## src/rtl/mult_arb_pkg.sv

```systemverilog
// mult_arb_pkg
//   Shared definitions for the multiplier arbiter slice: the arbiter FSM
//   state encoding and the requester-id width helper.
//   Optional feature macro used by the slice: MULT_ARB_SIGNED_EN.
package mult_arb_pkg;

  typedef enum logic [1:0] {
    IDLE = 2'd0,
    CALC = 2'd1,
    RESP = 2'd2
  } state_e;

  // Width of a requester index: ceil(log2(n)), never less than 1.
  function automatic int ID_W(input int n);
    int w;
    w = 1;
    while ((1 << w) < n) w++;
    return w;
  endfunction

endpackage

```

## src/rtl/multiplier_parameterized.sv

```systemverilog
// multiplier_parameterized
//   Purely combinational unsigned multiplier keeping the full-width product.
//   Ports:
//     a       in  BIT     multiplicand
//     b       in  BIT     multiplier
//     product out 2*BIT   a*b, no truncation
module multiplier_parameterized #(
  parameter int BIT = 16
) (
  input  logic [BIT-1:0]   a,
  input  logic [BIT-1:0]   b,
  output logic [2*BIT-1:0] product
);

  assign product = {{BIT{1'b0}}, a} * {{BIT{1'b0}}, b};

endmodule

```

## src/rtl/rr_picker.sv

```systemverilog
// rr_picker
//   Combinational round-robin selector. Searches req upward from ptr,
//   wrapping from NREQ-1 to 0, and grants the first asserted bit.
//   Ports:
//     req      in  NREQ  candidate vector
//     ptr      in  IW    index with highest priority this cycle
//     grant    out NREQ  one-hot grant (all-zero when req is all-zero)
//     grant_id out IW    binary index of the granted bit (0 when none)
module rr_picker
  import mult_arb_pkg::*;
#(
  parameter int NREQ = 4,
  parameter int IW   = ID_W(NREQ)
) (
  input  logic [NREQ-1:0] req,
  input  logic [IW-1:0]   ptr,
  output logic [NREQ-1:0] grant,
  output logic [IW-1:0]   grant_id
);

  int          idx;
  logic [IW-1:0] idx_w;

  // Walk the candidates from farthest to nearest so that the one closest
  // to ptr is written last and therefore wins, without needing a break.
  always_comb begin
    grant    = '0;
    grant_id = '0;
    idx      = 0;
    idx_w    = '0;
    for (int off = NREQ - 1; off >= 0; off--) begin
      idx = int'(ptr) + off;
      if (idx >= NREQ) idx = idx - NREQ;
      idx_w = IW'(idx);
      if (req[idx_w]) begin
        grant        = '0;
        grant[idx_w] = 1'b1;
        grant_id     = idx_w;
      end
    end
  end

endmodule

```

## src/rtl/multiplier_arbiter.sv

```systemverilog
// multiplier_arbiter
//   Shares one combinational multiplier among NREQ requesters. Round-robin
//   arbitration, one operation in flight, product registered before it is
//   presented on the shared response bus.
//   Ports:
//     clk          in  1         clock, rising edge
//     rst_n        in  1         asynchronous active-low reset
//     req_valid    in  NREQ      per-requester request valid
//     req_ready    out NREQ      per-requester accept (one-hot or zero)
//     req_a        in  NREQ*BIT  multiplicands, requester i at [i*BIT +: BIT]
//     req_b        in  NREQ*BIT  multipliers, same packing
//     rsp_valid    out NREQ      per-requester response valid (one-hot or zero)
//     rsp_ready    in  NREQ      per-requester response accept
//     rsp_product  out 2*BIT     registered product
//     busy         out 1         high whenever the FSM is not IDLE
//   Optional feature: define MULT_ARB_SIGNED_EN for two's-complement
//   operands (sign/magnitude around the shared unsigned multiplier).
module multiplier_arbiter
  import mult_arb_pkg::*;
#(
  parameter int BIT  = 16,
  parameter int NREQ = 4
) (
  input  logic                clk,
  input  logic                rst_n,
  input  logic [NREQ-1:0]     req_valid,
  output logic [NREQ-1:0]     req_ready,
  input  logic [NREQ*BIT-1:0] req_a,
  input  logic [NREQ*BIT-1:0] req_b,
  output logic [NREQ-1:0]     rsp_valid,
  input  logic [NREQ-1:0]     rsp_ready,
  output logic [2*BIT-1:0]    rsp_product,
  output logic                busy
);

  localparam int            IW      = ID_W(NREQ);
  localparam int            PW      = 2 * BIT;
  localparam logic [IW-1:0] LAST_ID = IW'(NREQ - 1);

  state_e          state_q, state_d;
  logic [IW-1:0]   ptr_q, ptr_d;
  logic [IW-1:0]   id_q, id_d;
  logic [BIT-1:0]  a_q, a_d;
  logic [BIT-1:0]  b_q, b_d;
  logic [PW-1:0]   prod_q, prod_d;
  logic [PW-1:0]   mult_out;
  logic [NREQ-1:0] grant;
  logic [IW-1:0]   grant_id;
  logic [BIT-1:0]  op_a, op_b;
  logic            req_hs, rsp_hs;

`ifdef MULT_ARB_SIGNED_EN
  logic sign_q, sign_d;

  // |v| for a two's-complement value; the most-negative value maps to
  // 2^(BIT-1), which still fits as an unsigned BIT-wide magnitude.
  function automatic logic [BIT-1:0] magnitude(input logic [BIT-1:0] v);
    return v[BIT-1] ? (~v + BIT'(1)) : v;
  endfunction
`endif

  rr_picker #(
    .NREQ (NREQ),
    .IW   (IW)
  ) u_picker (
    .req      (req_valid),
    .ptr      (ptr_q),
    .grant    (grant),
    .grant_id (grant_id)
  );

  multiplier_parameterized #(
    .BIT (BIT)
  ) u_mult (
    .a       (a_q),
    .b       (b_q),
    .product (mult_out)
  );

  assign op_a   = req_a[grant_id*BIT +: BIT];
  assign op_b   = req_b[grant_id*BIT +: BIT];
  assign req_hs = (state_q == IDLE) && (|grant);
  assign rsp_hs = (state_q == RESP) && rsp_ready[id_q];

  // State register
  always_ff @(posedge clk or negedge rst_n) begin
    if (!rst_n) state_q <= IDLE;
    else        state_q <= state_d;
  end

  // Next-state logic
  always_comb begin
    state_d = state_q;
    case (state_q)
      IDLE:    if (req_hs) state_d = CALC;
      CALC:    state_d = RESP;
      RESP:    if (rsp_hs) state_d = IDLE;
      default: state_d = IDLE;
    endcase
  end

  // Outputs
  always_comb begin
    req_ready = '0;
    rsp_valid = '0;
    busy      = (state_q != IDLE);
    if (state_q == IDLE) req_ready = grant;
    if (state_q == RESP) rsp_valid = NREQ'(1) << id_q;
  end

  assign rsp_product = prod_q;

  // Datapath next values
  always_comb begin
    a_d    = a_q;
    b_d    = b_q;
    id_d   = id_q;
    ptr_d  = ptr_q;
    prod_d = prod_q;
`ifdef MULT_ARB_SIGNED_EN
    sign_d = sign_q;
`endif
    // Operand capture at the request handshake
    if (req_hs) begin
`ifdef MULT_ARB_SIGNED_EN
      a_d    = magnitude(op_a);
      b_d    = magnitude(op_b);
      sign_d = op_a[BIT-1] ^ op_b[BIT-1];
`else
      a_d    = op_a;
      b_d    = op_b;
`endif
      id_d   = grant_id;
    end
    // Product capture: the multiplier output is registered at the end of CALC
    if (state_q == CALC) begin
`ifdef MULT_ARB_SIGNED_EN
      prod_d = sign_q ? (~mult_out + PW'(1)) : mult_out;
`else
      prod_d = mult_out;
`endif
    end
    // Priority moves past the requester just served
    if (rsp_hs) ptr_d = (id_q == LAST_ID) ? '0 : id_q + IW'(1);
  end

  always_ff @(posedge clk or negedge rst_n) begin
    if (!rst_n) begin
      ptr_q  <= '0;
      id_q   <= '0;
      a_q    <= '0;
      b_q    <= '0;
      prod_q <= '0;
`ifdef MULT_ARB_SIGNED_EN
      sign_q <= 1'b0;
`endif
    end else begin
      ptr_q  <= ptr_d;
      id_q   <= id_d;
      a_q    <= a_d;
      b_q    <= b_d;
      prod_q <= prod_d;
`ifdef MULT_ARB_SIGNED_EN
      sign_q <= sign_d;
`endif
    end
  end

endmodule

```

## config.mk

```make
export PLATFORM = sky130hd
export DESIGN_NAME = multiplier_arbiter
export DESIGN_NICKNAME = d
export VERILOG_FILES = /design/src/rtl/mult_arb_pkg.sv /design/src/rtl/multiplier_parameterized.sv /design/src/rtl/rr_picker.sv /design/src/rtl/multiplier_arbiter.sv
export SDC_FILE = /design/constraint.sdc
export NUM_CORES = 1
export LEC_CHECK = 0
export ABC_AREA = 1
export BUFFER_PORTS_ARGS = -buffer_cell sky130_fd_sc_hd__buf_2
export CORE_MARGIN = 4
export CORE_UTILIZATION = 30
export DETAILED_ROUTE_END_ITERATION = 16
export PLACE_DENSITY = 0.54
export SKIP_LAST_GASP = 1
export SYNTH_ARGS = -nofsm -noshare
export SYNTH_HDL_FRONTEND = slang
export SYNTH_HIERARCHICAL = 1
export SYNTH_SLANG_ARGS = --single-unit
```

## constraint.sdc

```tcl
create_clock -name clk -period 7.2 [get_ports clk]
set_input_delay 0.36 -clock clk [delete_from_list [all_inputs] [get_ports clk]]
set_output_delay 0.36 -clock clk [all_outputs]
set_load 0.05 [all_outputs]
```

Word-level counts from Yosys, hierarchy flattened
Cells that the tools add are included.
{ "op_classes": {"addsub": 8, "mul": 1, "n_lt_le_gt_ge": 13, "eq_ne": 5, "n_shift": 3, "mux": 36, "reduce_logical": 10} }
{ "op_table": {"columns": ["cell", "n"], "rows": [
  ["64-bit by 7-bit variable part select with 16-bit output", 2],
  ["16-bit by 16-bit multiplier with 32-bit output", 1],
  ["4-bit 2-to-1 mux", 6],
  ["2-bit 2-to-1 mux", 11],
  ["2-bit by 3-bit less-than comparator with 1-bit output, second input constant", 5],
  ["1-bit binary-select mux with 2-bit select", 5],
  ["3-bit greater-or-equal comparator, second input constant", 3],
  ["1-bit 2-to-1 mux", 9],
  ["1-bit demux with 2-bit select", 4],
  ["2-bit by 1-bit greater-or-equal comparator with 1-bit output, second input constant", 4],
  ["2-bit by 1-bit subtractor with 2-bit output, second input constant", 4],
  ["2-bit by 2-bit adder with 3-bit output, second input constant", 2],
  ["1-bit logical AND", 6],
  ["2-bit one-hot mux with 3 select lines", 1],
  ["2-bit == test, second input constant", 2],
  ["2-bit inequality test, second input constant", 2],
  ["4-bit OR reduction", 1],
  ["1-bit by 2-bit << shifter with 4-bit output, first input constant", 1],
  ["2-bit by 1-bit adder with 3-bit output, second input constant", 1],
  ["2-bit by 3-bit greater-or-equal comparator with 1-bit output, second input constant", 1],
  ["2-bit by 1-bit adder with 2-bit output, second input constant", 1],
  ["2-bit by 1-bit == test with 1-bit output, second input constant", 1],
  ["2-bit logical NOT", 1],
  ["2-bit AND reduction", 1],
  ["2-bit nonzero test", 1]
]} }
{ "word_totals": {"register_bits": 70, "in_bits": 138} }

Depth between registers and ports, before layout
Gate-level depths: netlist of run 1.
{ "depth": {"depth_word": 15, "depth_mapped": 26} }

By module
The synthesis of run 1 kept the hierarchy.
{ "modules_own_cells": {"columns": ["module", "n_inst", "cells_each", "area_each_um2", "seq_area_each_um2"], "rows": [
  ["multiplier_parameterized", 1, 1369, 9415.3, 0.0],
  ["multiplier_arbiter", 1, 602, 4291.6, 1751.7],
  ["rr_picker", 1, 83, 483.0, 0.0]
]} }

Worst setup path after synthesis of run 1
No wires, ideal clock.
{ "synth_path": {"kind": "register to register", "start": "reg b_q[7]", "end": "reg prod_q[28] (netlist: rsp_product[28])", "setup_time_ns": 0.125, "arrival_time_ns": 5.316, "required_time_ns": 7.075, "slack_ns": 1.759, "stages_incl_launch_ff": 27, "path_buffers": 2, "cell_sequence": "dfrtp_1 clkbuf_1 clkbuf_1 nand2_1 fa_1 inv_1 fa_1 inv_1 fa_1 inv_1 fa_1 fa_1 inv_1 fa_1 inv_1 ha_1 nand2_1 inv_1 nand2_1 nand2_1 nand2_1 nand2_1 a21oi_1 nand2_1 nand2_1 nand2_1 mux2_2"} }
{ "synth_via": {"elab_chain_cells": 1} }
{ "synth_rtl": {"columns": ["element", "line_no", "text"], "rows": [
  ["from (decl)", "multiplier_arbiter.sv:44", "logic [BIT-1:0] b_q, b_d;"],
  ["from (signal assigned)", "multiplier_arbiter.sv:152", "b_q <= '0;"],
  ["from (signal assigned)", "multiplier_arbiter.sv:161", "b_q <= b_d;"],
  ["16-bit by 16-bit multiplier with 32-bit output", "multiplier_parameterized.sv:15", "assign product = {{BIT{1'b0}}, a} * {{BIT{1'b0}}, b};"],
  ["named net mult_out[28]", "multiplier_arbiter.sv:46", "logic [PW-1:0] mult_out;"],
  ["to (signal assigned)", "multiplier_arbiter.sv:162", "prod_q <= prod_d;"],
  ["to (decl)", "multiplier_arbiter.sv:45", "logic [PW-1:0] prod_q, prod_d;"]
]} }
The timed path passes the listed nets, and every way through them passes these cells.
A chain may end at the register's enable or synchronous reset.

Worst setup path after layout of run 1
{ "layout_path": {"start": "reg a_q[6]", "end": "reg prod_q[23] (netlist: rsp_product[23])"} }
{ "layout_via": {"elab_chain_cells": 1} }
{ "layout_rtl": {"columns": ["element", "line_no", "text"], "rows": [
  ["from (decl)", "multiplier_arbiter.sv:43", "logic [BIT-1:0] a_q, a_d;"],
  ["from (signal assigned)", "multiplier_arbiter.sv:151", "a_q <= '0;"],
  ["from (signal assigned)", "multiplier_arbiter.sv:160", "a_q <= a_d;"],
  ["16-bit by 16-bit multiplier with 32-bit output", "multiplier_parameterized.sv:15", null],
  ["named net mult_out[23]", "multiplier_arbiter.sv:46", null]
]} }
The timed path passes the listed nets, and every way through them passes these cells.

==> impl_metrics.csv, run 1 <==
group,metric,value,unit
run_status,outcome,"finished clean",
job,maxCapViolations,0,
global_route,global_route_usage_over_all_layers,16.2,%
yosys,synth_warn,6,
setup_path,rr_endpoint,"rsp_product[23]$_DFFE_PN0N_",
timing,finalHoldViolCount,0,
final_layout,fin_nets,2604,
cts,tritoncts_num_sinks,70,
place,io_buffers,178,
routing,drc,0,
cts,clkSlewWorstSetupHoldPaths,0.08,ns
setup_path,rr_worst_depth,21,
final_layout,n_antenna_cell,0,
timing,finalCritPeriodShare,84.8,%
routing,drt-initial-drc-count,663,
setup_path,endpoint_kind,"flip-flop",
global_route,grt_max_degree,130,
setup_path,regToRegStartpoint,"a_q[6]$_DFFE_PN0P_",
cts,cts_buffers,9,
cts,cts-root-buf,"clkbuf_16",
yosys,post_synthesis_instance_area,14200,um^2
yosys,post_synth_main_area_contributors,"fa_1 (27%), nand2_1 (19%), inv_1 (14%)",
place,gp_congestion,0.879,
setup_path,timing_worst_setup_path_type,"flip-flop to flip-flop",
timing,clock.fmax,164,MHz
timing,final.setup_skew,0.0182,ns
yosys,syn-mean-instance-area,6.91,um^2
cts,post_cts_resize_count,0,
timing,final.min_clock_period,6.11,ns
global_route,grt_antenna_before_repair,0,
cts,cts_tree,"yes",
final_layout,share_of_post_route_cells_with_drive_strength_above_1,13.1,%
cts,cts_setup_buffers,0,
yosys,number_of_distinct_library_cell_variants_in_the_gate_level_netlist_after_synthesis,36,
final_layout,filler_cell_count,5131,
place,dpl_cell_area,15400,um^2
timing,final-setup-viol-count,0,
place,hpwl,31400,um
routing,detailroute.via_count,12261,
floorplanning,core.rowCount,79,
setup_path,crit_required,7.44,ns
timing,final.hold.worst_slack,0.371,ns
yosys,synth_area_leader_cell,"fa_1",
yosys,seq_area_frac_synth,12.3,%
timing,report.final.slew_viol_count,0,
routing,detail_route.wirelength,39500,um
routing,vias_per_cell,4.43,
global_route,grt_pass1_vias,13156,
timing,timing.slew.headroom,30.2,%
yosys,ys_seq_elements,70,
setup_path,arrival,6.35,ns
timing,max_slew.worst_pin.slew,1.05,ns
cts,htree_levels,3,
floorplanning,initial_core_util,30.4,%
global_route,grt_overflow_total,0,
floorplanning,dieHeight,225,um
floorplanning,die_width,225,um
min_path,timing.hold.worst.class,"input pin to flip-flop",
cts,clkLatencyLatePin,0.37,ns
final_layout,postLayoutCellArea,15800,um^2
timing,grt_setup_unrepaired,"false",
routing,drt-pass1-iter-count,6,
min_path,holdPathEnd,"a_q[1]$_DFFE_PN0P_",
global_route,first_pass_grt_wire_length,66100,um
timing,setup_tns,0,ns
yosys,area_share_of_the_largest_cell_type_after_synthesis,27.4,%
setup_path,worstPathMaxFanout,17,
floorplanning,core_region_area,46700,um^2
yosys,post_synth_inst_count,2054,
min_path,hold-path-cell-count,7,
min_path,min-delay-start,"req_a[49]",
setup_path,critPathLaunchType,"flip-flop",
floorplanning,die_area,50800,um^2
floorplanning,io_pins,179,
final_layout,syn_to_final_growth,11.2,%
yosys,mappedNetlistNets,2502,
routing,postRouteAntennaNets,0,
cts,clock_path_buffers,2,
setup_path,rrSetupSlack,1.09,ns
routing,drt-wirelength-per-cell,14.3,um
## state kept, by name, indices dropped and copies added (netlist names)
signal       count
b_q             16
a_q             16
ptr_q            2
id_q             2
state_q          2
rsp_product     32
## worst max-delay path, stage by stage (launching register included)
cell and delay, ns:
dfrtp_1 0.95, nand2_1 0.17, fa_1 0.57, inv_1 0.06, fa_1 0.50, inv_1 0.05
fa_1 0.53, inv_1 0.06, fa_1 0.46, fa_1 0.50, inv_1 0.05, fa_1 0.47
inv_1 0.04, ha_1 0.34, nand2_1 0.12, nor2_1 0.32, nand3_1 0.15, nand3_2 0.15
nand2_1 0.09, nand3_1 0.08, nand2_1 0.06, mux2_2 0.25
## synth_stat cells
cell type  instances
buf_4              4
o21bai_1           1
nor2_2             3
nor2_1           120
nor3_2             1
a21o_1             1
o21ai_1            3
o21ai_0            1
ha_1             116
inv_4              1
fa_1             194
nand3b_1           2
nand4_1            6
nand3_2            9
nand3_1           75
nor2_4             1
or2_0              6
clkinv_2           1
inv_1            518
dfrtp_1           70
a21oi_1           22
buf_2             12
or2_2             19
nand2_4            5
and2_1             1
nand2_1          715
clkbuf_1          67
or2_1              9
clkbuf_2           1
mux2_2            32
a31oi_4            1
inv_2              6
nand2_2            4
xnor2_1            3
buf_6              9
xor2_1            15
## per-layer routing
| metal | vias to the layer above | wire [um] | GRT usage (%) |
|---|---|---|---|
| met2 | 244 | 20500 | 29.9 |
| met3 | 49 | 1430 | 1.88 |
| met1 | 5918 | 16700 | 19.7 |
| met4 | 0 | 918 | 4.78 |
| met5 | - | 0 | 0 |
| li1 | 6050 | - | - |
## cells in the final DEF, fill, tap and decap left out, types with 2 or more instances in the layout
cell | Yosys | layout
nand2_1 | 715 | 715
inv_1 | 518 | 518
fa_1 | 194 | 194
buf_2 | 12 | 177
nor2_1 | 120 | 120
ha_1 | 116 | 116
nand3_1 | 75 | 75
dfrtp_1 | 70 | 70
mux2_2 | 32 | 32
a21oi_1 | 22 | 22
or2_2 | 19 | 19
xor2_1 | 15 | 15
nand3_2 | 9 | 9
or2_1 | 9 | 9
clkbuf_16 | 0 | 9
inv_2 | 6 | 6
or2_0 | 6 | 6
nand4_1 | 6 | 6
buf_4 | 4 | 6
nand2_4 | 5 | 5
nand2_2 | 4 | 4
nor2_2 | 3 | 3
inv_6 | 0 | 3
xnor2_1 | 3 | 3
bufinv_16 | 0 | 2
nand3b_1 | 2 | 2
o21ai_1 | 3 | 2
## layout make-up
type | count | area [um^2] | share of cell area [%]
clock buffer | 9 | 225 | 1.43
clock inverter | 7 | 103 | 0.650
inverter | 526 | 1980 | 12.5
multi-input combinational | 1365 | 10000 | 63.5
sequential | 70 | 1750 | 11.1
tap | 607 | 759 | 4.81
timing repair buffer | 184 | 941 | 5.96
## logic make-up after synthesis
| group | share of synthesized area (%) |
|---|---|
| compound gates | 1.17 |
| xor+xnor | 1.11 |
| fa+ha+maj | 37.6 |
| buf+inv | 17.1 |
| flops | 12.3 |
| mux | 2.54 |
| simple gates | 28.1 |
## metrics by stage
step / utilization [%] / cells / worst slack, ns
after global placement: 33.1 / 2751 / 1.06
after global routing: 33.8 / 2768 / 0.719
final: 33.8 / 2768 / 1.09
after detailed placement: 33.1 / 2751 / 1.10
after CTS: 33.8 / 2768 / 1.06
after floorplan: - / 2054 / 1.76
## worst max-delay path by stage
stage | endpoint | from | cells past startpoint | slack, ns
4_1_cts | rsp_product[23]$_DFFE_PN0N_ | a_q[6]$_DFFE_PN0P_ | 21 | 1.06
5_1_grt | rsp_product[31]$_DFFE_PN0N_ | a_q[6]$_DFFE_PN0P_ | 21 | 0.72
6_report | rsp_product[23]$_DFFE_PN0N_ | a_q[6]$_DFFE_PN0P_ | 21 | 1.09
3_5_place_dp | rsp_product[23]$_DFFE_PN0N_ | a_q[6]$_DFFE_PN0P_ | 21 | 1.10
2_1_floorplan | rsp_product[28]$_DFFE_PN0N_ | b_q[7]$_DFFE_PN0P_ | 26 | 1.76
3_3_place_gp | rsp_product[23]$_DFFE_PN0N_ | a_q[7]$_DFFE_PN0P_ | 21 | 1.06
## timing repair
| action | in CTS | in global routing |
|---|---|---|
| hold endpoints to repair | 21 | 0 |
| hold buffers | 1 | 0 |
| endpoints found under the setup margin | 0 | 0 |
Power of run 1 is not shown: default switching activity piles up to over one toggle a cycle in this logic, so the estimate is an artifact.
==> inputs of run 2 (changes only) <==
Clock period 7.2 ns to 6.1 ns, I/O delays scaled along.
==> run 2 against run 1 <==
Die area unchanged. Critical path type unchanged. First-iteration DRC count increased by 7.1%. Non-clock buffer count increased by 31. Clock-buffer cell count unchanged. Routed wire length decreased by 1.5%. Setup slack got worse by 0.72 ns. Clock skew decreased by 0.0084 ns. Sequential share of layout area decreased by 0.10 points. Utilization increased by 0.46 points. Register-to-register slack got worse by 0.72 ns.
==> impl_metrics.csv, run 2 (synthesized netlist as in run 1, its figures left out) <==
group,metric,value,unit
run_status,outcome,"finished clean",
floorplanning,core.rowCount,79,
final_layout,syn_to_final_growth,12.7,%
setup_path,timing_worst_setup_path_type,"flip-flop to flip-flop",
timing,report.final.slew_viol_count,0,
timing,final.hold.worst_slack,0.320,ns
global_route,globalRouteMet1Util,19.5,%
cts,clkLatencyLatePin,0.36,ns
final_layout,utilization,34.3,%
place,gp_congestion,0.910,
final_layout,filler_cell_count,5076,
cts,cts-root-buf,"clkbuf_16",
cts,cts_setup_buffers,0,
floorplanning,core_region_area,46700,um^2
timing,finalCritPeriodShare,93.9,%
routing,detail_route.wirelength,38900,um
timing,clock.fmax,175,MHz
setup_path,endpoint_kind,"flip-flop",
setup_path,critical-path-slowest-cell,"fa_1",
global_route,use_met3,1.62,%
routing,drt-pass1-iter-count,5,
floorplanning,initial_core_util,30.4,%
floorplanning,die_width,225,um
routing,detailroute.via_count,12331,
final_layout,n_antenna_cell,0,
final_layout,mostFrequentLayoutCell,"nand2_1",
global_route,grt_antenna_before_repair,0,
timing,final-setup-viol-count,0,
floorplanning,io_pins,179,
setup_path,arrival,5.97,ns
cts,tritoncts_num_sinks,70,
routing,vias_per_cell,4.41,
min_path,timing.hold.worst.class,"input pin to flip-flop",
timing,max_slew.worst_pin.slew,1.05,ns
cts,cts_buffers,9,
job,maxCapViolations,0,
setup_path,critical_path.max_stage_delay,0.55,ns
final_layout,share_of_post_route_cells_with_drive_strength_above_1,14.6,%
routing,drt-initial-drc-count,710,
timing,final.min_clock_period,5.73,ns
floorplanning,die_area,50800,um^2
cts,clkSlewWorstSetupHoldPaths,0.07,ns
final_layout,multi_input_area,10000,um^2
final_layout,layout.area.seq,1760,um^2
global_route,global_route_usage_over_all_layers,15.8,%
setup_path,crit_required,6.34,ns
global_route,gr-usage-met2,29.2,%
global_route,first_pass_grt_wire_length,65100,um
routing,drt-wirelength-per-cell,13.9,um
final_layout,postLayoutCellArea,16000,um^2
cts,cts_tree,"yes",
timing,final.setup_skew,0.00988,ns
global_route,grt_max_degree,130,
place,dpl_cell_area,15700,um^2
setup_path,critPathMostFrequentCell,"fa_1",
setup_path,critPathLaunchType,"flip-flop",
routing,postRouteAntennaNets,0,
timing,grt_setup_unrepaired,"false",
final_layout,final_cell_mix,"nand2_1 (715), inv_1 (518), fa_1 (194), buf_2 (177), nor2_1 (120)",
setup_path,path_delay_family,"adder cells",
place,io_buffers,178,
final_layout,fin_nets,2635,
timing,timing.slew.headroom,29.7,%
place,hpwl,32800,um
global_route,busiest_layer,"met2",
floorplanning,dieHeight,225,um
setup_path,worstPathCellList,"buf_4, nand2_1, inv_1, fa_1, inv_1, fa_1, inv_1, fa_1, fa_1, fa_1, inv_1, fa_1, inv_1, ha_1, nand2_1, nor2_1, nand2_1, nor2_1, nand2_1, nand4_1, nand2_1, mux2_2",
timing,finalHoldViolCount,0,
timing,setup_tns,0,ns
cts,htree_levels,3,
cts,clock_path_buffers,2,
setup_path,critPathBufInv,6,
global_route,grt_overflow_total,0,
routing,drc,0,
final_layout,largest_reg_flops,32,
global_route,grt_pass1_vias,13059,
setup_path,worstPathMaxFanout,8,
[run 2: cell count changes in the layout (fill, tap and decap cells not counted), sizes merged]
cell,delta
buf,+31
clkinv,+2
bufinv,-1
clkinvlp,-1
[run 2: worst min-delay path, stage by stage]
cell	delay (ns)
buf_2	0.07
inv_1	0.03
nand2_1	0.04
nand2_1	0.04
nand2_1	0.06
nand2_1	0.05
nand2_1	0.05
[run 2: what timing repair did]
item                       4_1_cts  5_1_grt
hold endpoints to repair        10        0
setup endpoints to repair        0       12
resized for setup                0        6
hold buffers                     1        0
[run 2: cell type report]
type	instances	area share, %
clock buffers	9	1.41
multi-input cells	1365	62.7
flip-flops and latches	70	11.0
well taps	607	4.75
clock inverters	7	0.493
inverters	526	12.4
repair buffers	215	7.34
[run 2: path summary, 6_finish.rpt]
check                                            from                           to  slack, ns  cells after the start
setup / recovery                  b_q[12]$_DFFE_PN0P_  rsp_product[25]$_DFFE_PN0N_       0.37                     22
hold / removal                              req_a[61]          a_q[13]$_DFFE_PN0P_       0.32                      7
setup reg to reg                  b_q[12]$_DFFE_PN0P_  rsp_product[25]$_DFFE_PN0N_       0.37                     22
hold reg to reg            rsp_product[5]$_DFFE_PN0N_   rsp_product[5]$_DFFE_PN0N_       0.51                      1
max in group asynchronous                       rst_n           a_q[5]$_DFFE_PN0P_       4.63                      3
min in group asynchronous                       rst_n          a_q[10]$_DFFE_PN0P_       0.35                      2
[run 2: routing by layer]
metal / vias up / part of all wire [%]
met5: - / 0
met4: 0 / 2.4
met3: 58 / 3.3
met2: 234 / 52
met1: 5938 / 42
li1: 6101 / -
[run 2: per-stage QoR]
stage	cells	setup WS (ns)
2_1_floorplan	2054	0.659
3_3_place_gp	2782	0.147
3_5_place_dp	2782	0.196
4_1_cts	2799	0.127
5_1_grt	2799	0.00860
6_report	2799	0.369
Power of run 2 is left out for the same reason.
